File: src/rtl/csa_accum_pkg.sv
// csa_pkg: shared FSM state type and lane-slicing helper for the carry-save accumulator.
// Latency: n/a (declarations only).
// Backpressure: n/a.
package csa_pkg;

    typedef enum logic [1:0] {
        IDLE    = 2'd0,
        ACC     = 2'd1,
        RESOLVE = 2'd2,
        HOLD    = 2'd3
    } csa_state_e;

    // LSB position of a lane inside a packed multi-lane operand bus.
    function automatic int lane_lsb(input int lane, input int width);
        return lane * width;
    endfunction

endpackage

File: src/rtl/csa_accum_row.sv
// csa_row: one row of W-bit 3:2 compressors; carry word pre-shifted and truncated to W bits.
// Latency: combinational.
// Backpressure: none. With CSA_ACCUM_OVF_EN, cout_msb reports the majority bit dropped off the top.
module csa_row #(
    parameter int W = 24
) (
    input  logic [W-1:0] a,
    input  logic [W-1:0] b,
    input  logic [W-1:0] c,
`ifdef CSA_ACCUM_OVF_EN
    output logic         cout_msb,
`endif
    output logic [W-1:0] s,
    output logic [W-1:0] cy
);

    assign s  = a ^ b ^ c;
    // Majority shifted one place up; the bit that would land at position W is dropped.
    assign cy = ((a & b) | (a & c) | (b & c)) << 1;

`ifdef CSA_ACCUM_OVF_EN
    assign cout_msb = (a[W-1] & b[W-1]) | (a[W-1] & c[W-1]) | (b[W-1] & c[W-1]);
`endif

endmodule

File: src/rtl/csa_accum.sv
// csa_accum: multi-beat accumulator folding LANES operands per beat into a sum/carry pair; one carry-propagate add per packet.
// Latency: last beat accepted at edge t, out_valid high after edge t+1; two bubble cycles per packet.
// Backpressure: registered in_ready, low in RESOLVE/HOLD; result held until out_ready. CSA_ACCUM_OVF_EN adds out_ovf.
module csa_accum
    import csa_pkg::*;
#(
    parameter int WIDTH = 16,
    parameter int LANES = 4,
    parameter int ACC_W = 24
) (
    input  logic                   clk,
    input  logic                   rst,
    input  logic                   in_valid,
    output logic                   in_ready,
    input  logic [LANES*WIDTH-1:0] in_data,
    input  logic                   in_last,
    output logic                   out_valid,
    input  logic                   out_ready,
`ifdef CSA_ACCUM_OVF_EN
    output logic                   out_ovf,
`endif
    output logic [ACC_W-1:0]       out_data
);

    csa_state_e       state;
    logic [ACC_W-1:0] sum_q;
    logic [ACC_W-1:0] carry_q;
    logic             seed_zero;
    logic             in_xfer;

    logic [ACC_W-1:0] row_a  [LANES];
    logic [ACC_W-1:0] row_b  [LANES];
    logic [ACC_W-1:0] row_c  [LANES];
    logic [ACC_W-1:0] row_s  [LANES];
    logic [ACC_W-1:0] row_cy [LANES];
`ifdef CSA_ACCUM_OVF_EN
    logic [LANES-1:0] row_cout;
`endif

    // A packet opened from IDLE starts from zero, so the pair never needs clearing.
    assign seed_zero = (state == IDLE);
    assign in_xfer   = in_valid && in_ready;

    for (genvar i = 0; i < LANES; i++) begin : g_row
        logic [WIDTH-1:0] lane_op;
        assign lane_op  = in_data[lane_lsb(i, WIDTH) +: WIDTH];
        assign row_c[i] = ACC_W'(lane_op);
        if (i == 0) begin : g_seed
            assign row_a[i] = seed_zero ? '0 : sum_q;
            assign row_b[i] = seed_zero ? '0 : carry_q;
        end else begin : g_chain
            assign row_a[i] = row_s[i-1];
            assign row_b[i] = row_cy[i-1];
        end
        csa_row #(.W(ACC_W)) u_row (
            .a        (row_a[i]),
            .b        (row_b[i]),
            .c        (row_c[i]),
`ifdef CSA_ACCUM_OVF_EN
            .cout_msb (row_cout[i]),
`endif
            .s        (row_s[i]),
            .cy       (row_cy[i])
        );
    end

`ifdef CSA_ACCUM_OVF_EN
    logic [ACC_W:0] resolve_sum;
    logic           pkt_ovf_q;
    assign resolve_sum = {1'b0, sum_q} + {1'b0, carry_q};
`else
    logic [ACC_W-1:0] resolve_sum;
    assign resolve_sum = sum_q + carry_q;
`endif

    // Packet FSM: accumulate beats, resolve once, hold the result until accepted.
    always_ff @(posedge clk) begin
        if (rst) begin
            state     <= IDLE;
            sum_q     <= '0;
            carry_q   <= '0;
            out_data  <= '0;
            out_valid <= 1'b0;
            in_ready  <= 1'b1;
        end else begin
            case (state)
                IDLE, ACC: begin
                    if (in_xfer) begin
                        sum_q    <= row_s[LANES-1];
                        carry_q  <= row_cy[LANES-1];
                        state    <= in_last ? RESOLVE : ACC;
                        in_ready <= !in_last;
                    end
                end
                RESOLVE: begin
                    out_data  <= resolve_sum[ACC_W-1:0];
                    out_valid <= 1'b1;
                    state     <= HOLD;
                end
                HOLD: begin
                    if (out_ready) begin
                        out_valid <= 1'b0;
                        in_ready  <= 1'b1;
                        state     <= IDLE;
                    end
                end
                default: begin
                    state     <= IDLE;
                    out_valid <= 1'b0;
                    in_ready  <= 1'b1;
                end
            endcase
        end
    end

`ifdef CSA_ACCUM_OVF_EN
    // Sticky per-packet wrap flag: any dropped compressor carry or a carry out of the final add.
    always_ff @(posedge clk) begin
        if (rst) begin
            pkt_ovf_q <= 1'b0;
            out_ovf   <= 1'b0;
        end else begin
            if (in_xfer) begin
                pkt_ovf_q <= (seed_zero ? 1'b0 : pkt_ovf_q) | (|row_cout);
            end
            if (state == RESOLVE) begin
                out_ovf <= pkt_ovf_q | resolve_sum[ACC_W];
            end
        end
    end
`endif

endmodule

File: config.mk
export PLATFORM = sky130hd
export DESIGN_NAME = csa_accum
export DESIGN_NICKNAME = d
export VERILOG_FILES = /design/src/rtl/csa_accum_pkg.sv /design/src/rtl/csa_accum_row.sv /design/src/rtl/csa_accum.sv
export SDC_FILE = /design/constraint.sdc
export NUM_CORES = 1
export LEC_CHECK = 0
export BUFFER_PORTS_ARGS = -buffer_cell sky130_fd_sc_hd__buf_2
export CORE_ASPECT_RATIO = 0.6
export CORE_MARGIN = 5
export CORE_UTILIZATION = 30
export CTS_CLUSTER_SIZE = 25
export DETAILED_ROUTE_END_ITERATION = 6
export GPL_TIMING_DRIVEN = 0
export PLACE_DENSITY = 0.56
export SYNTH_ARGS = -nofsm -noshare
export SYNTH_HDL_FRONTEND = slang
export SYNTH_SLANG_ARGS = --single-unit
File: constraint.sdc
create_clock -name clk -period 7.88 [get_ports clk]
set_input_delay 0 -clock clk [delete_from_list [all_inputs] [get_ports clk]]
set_output_delay 0 -clock clk [all_outputs]
set_load 0.01 [all_outputs]
==> metrics.yaml <==
timing:
  finalSetupViolCount: 0
  slew_violations: 0
  whs_ns: 0.0424
  tightest_slew_ns: 0.743
  timing.fmax_mhz: 234
  setup_tns_ns: 0
  skew_ns: 0.00664
  fin_crit_sh_pct: 54.2
  slew_headroom_pct: 50.4
  min_period_ns: 4.27
  finalHoldViolations: 0
  rsz0062_at_grt: "false"
grt:
  grt_overflow: 0
  grt_pass1_vias: 4593
  grt_pass1_wl_um: 25300
  grt_max_degree: 15
  grt_use_total_pct: 14.8
  antenna_found_initial: 0
final_layout:
  finalNonFillerCells: 992
  finish.utilization_pct: 35.9
  drive_above_1_share_pct: 15.3
  area_growth_pct: 19.1
  diodes: 0
  nets: 925
placed_design:
  dp_cells: 975
  dpl.hpwl_um: 12900
  io_buffers: 93
  globalplace.congestion: 0.858
cts:
  root_buffer: "clkbuf_16"
  cts_buffers: 9
  clock_path_buffers: 2
  cts_setup_buffers: 0
  h-tree-depth: 3
  clk_pin_slew_ns: 0.06
  clk_latency_ns: 0.34
  cts_tree: "yes"
  cts.sinks: 75
  cts_resized: 0
pwr:
  p_leak_uw: 0.00300
  ir_worst_vdd_mv: 0.110
  power_density_nw_per_um2: 208
routing:
  viasPerCell: 4.70
  vias: 4662
  drc: 0
  postRouteWirelength_um: 15800
  wl_met2_um: 6070
  routedWlPerCell_um: 15.9
  first_iter_violations: 258
  first_pass_iters: 4
  drt-met1-wl_um: 8480
  wl_met3_um: 1100
  ant_nets: 0
  top_layer: "met4"
min_path:
  min_path_type: "primary input to flop"
logic_synthesis:
  ys_types: 43
  syn_avg_cell_area_um2: 8.93
  yosysSeqAreaShare_pct: 26.4
  synth_edf_count: 0
  ys_ff_latch: 75
  synth_common_cells: "nand2_1, a21oi_1, dfxtp_1"
  synth_most_common_cell: "nand2_1"
  async_flop_share_pct: 0
  syn_inst: 636
  yosysWarningCount: 0
  ys.flop_type: "dfxtp_1"
  synth_nets: 820
  synth.area.top_cells: "dfxtp_1, fa_1, ha_1"
  synth_area_um2: 5680
  synth_top_cell_area_share_pct: 26.4
  yosysTopAreaCell: "dfxtp_1"
status:
  outcome: "finished clean"
floorplanning:
  die_h_um: 117
  io_pins: 95
  dieArea_um2: 21900
  start_util_pct: 30.2
  die_x_um: 188
  core-area_um2: 18800
  rows: 39
worst_setup_path:
  critPathArrivalTime_ns: 4.54
  cp-start-kind: "flop"
  worstPathRequired_ns: 8.14
  crit_type: "flop to flop"
  critPathCaptureType: "flop"
  cp_max_fo: 10
run:
  max_cap_violations: 0
==> per-layer routing <==
| layer | up-vias | global-route usage [%] |
|---|---|---|
| met5 | - | 0 |
| met4 | 0 | 2.49 |
| met3 | 7 | 4.00 |
| met2 | 110 | 20.8 |
| met1 | 2196 | 22.9 |
| li1 | 2349 | - |
==> area by class of cell <==
class	count	area (µm²)
tap	246	308
inverter	11	41.3
timing repair buffer	94	475
buffer	35	131
sequential	75	1500
multi-input combinational	515	4010
fill	1989	12100
clock buffer	10	229
clock inverter	6	72.6
==> path summary, 6_finish.rpt <==
check / start / slack (ns) / endpoint / depth (start not counted)
worst min register to register: out_data[14]$_SDFFE_PP0P_ / 0.45 / out_data[14]$_SDFFE_PP0P_ / 2
worst min-delay path: in_last / 0.04 / in_ready$_SDFFE_PP1P_ / 4
worst max-delay path: state[0]$_SDFFE_PP0P_ / 3.61 / sum_q[1]$_SDFFE_PP0P_ / 12
worst max register to register: state[0]$_SDFFE_PP0P_ / 3.61 / sum_q[1]$_SDFFE_PP0P_ / 12
==> critical path: stages (launching register included) <==
cell	delay [ns]
dfxtp_1	0.37
nor2_1	0.19
clkbuf_1	0.51
clkbuf_1	0.59
nor2b_1	0.17
fa_1	0.51
fa_1	0.52
inv_1	0.06
fa_1	0.50
inv_1	0.05
fa_1	0.52
nand2_1	0.06
a21oi_1	0.13
==> where the power goes <==
part	internal [µW]	leakage [µW]	switching [µW]
clock network	249	0.000144	174
registers	421	0.000610	34.8
logic	221	0.00224	306
==> state kept, by name, summed over array words and instances (netlist names) <==
name / cells
carry_q: 23
state: 2
out_data: 24
sum_q: 24
out_valid: 1
in_ready: 1
==> logic make-up (layout without fill, tap and decap cells) <==
| family | Yosys count | count (layout) | share of synthesized area [%] |
|---|---|---|---|
| compound gates | 140 | 140 | 14.9 |
| xor+xnor | 22 | 22 | 3.39 |
| fa+ha+maj | 115 | 115 | 33.4 |
| buf+inv | 46 | 156 | 3.04 |
| flops | 75 | 75 | 26.4 |
| simple gates | 238 | 238 | 18.9 |
==> cells in the final DEF, fill, tap and decap left out, drive strengths merged, types with 2 or more instances in the layout <==
| master | instances |
|---|---|
| nor2 | 19 |
| o21a | 2 |
| clkinv | 2 |
| a31oi | 4 |
| ha | 54 |
| nand4 | 3 |
| a22o | 4 |
| a21oi | 86 |
| a21o | 7 |
| o2111ai | 3 |
| nor3 | 3 |
| inv | 13 |
| o21ai | 13 |
| a311oi | 2 |
| or2 | 2 |
| nand3 | 6 |
| and3 | 4 |
| nand2b | 2 |
| a221oi | 2 |
| nor2b | 48 |
| clkbuf | 42 |
| xnor2 | 14 |
| buf | 96 |
| and4 | 2 |
| a21boi | 2 |
| fa | 61 |
| o21bai | 3 |
| a211oi | 5 |
| nand2 | 146 |
| dfxtp | 75 |
| xor2 | 8 |
==> what timing repair did <==
item | CTS | global route
endpoints found under the hold margin | 1 | 0
hold buffers | 1 | 0
setup endpoints to repair | 0 | 0
==> stage by stage <==
step                      cell area, µm²  worst slack (ns)  power [µW]
final                               6770              3.61        1410
after global routing                6770              3.39        1520
after CTS                           6770              3.64        1420
after detailed placement            6450              3.68         990
after global placement              6450              3.67         987
after floorplan                     5680              4.44         818
Power figures use the tool's default switching activity.
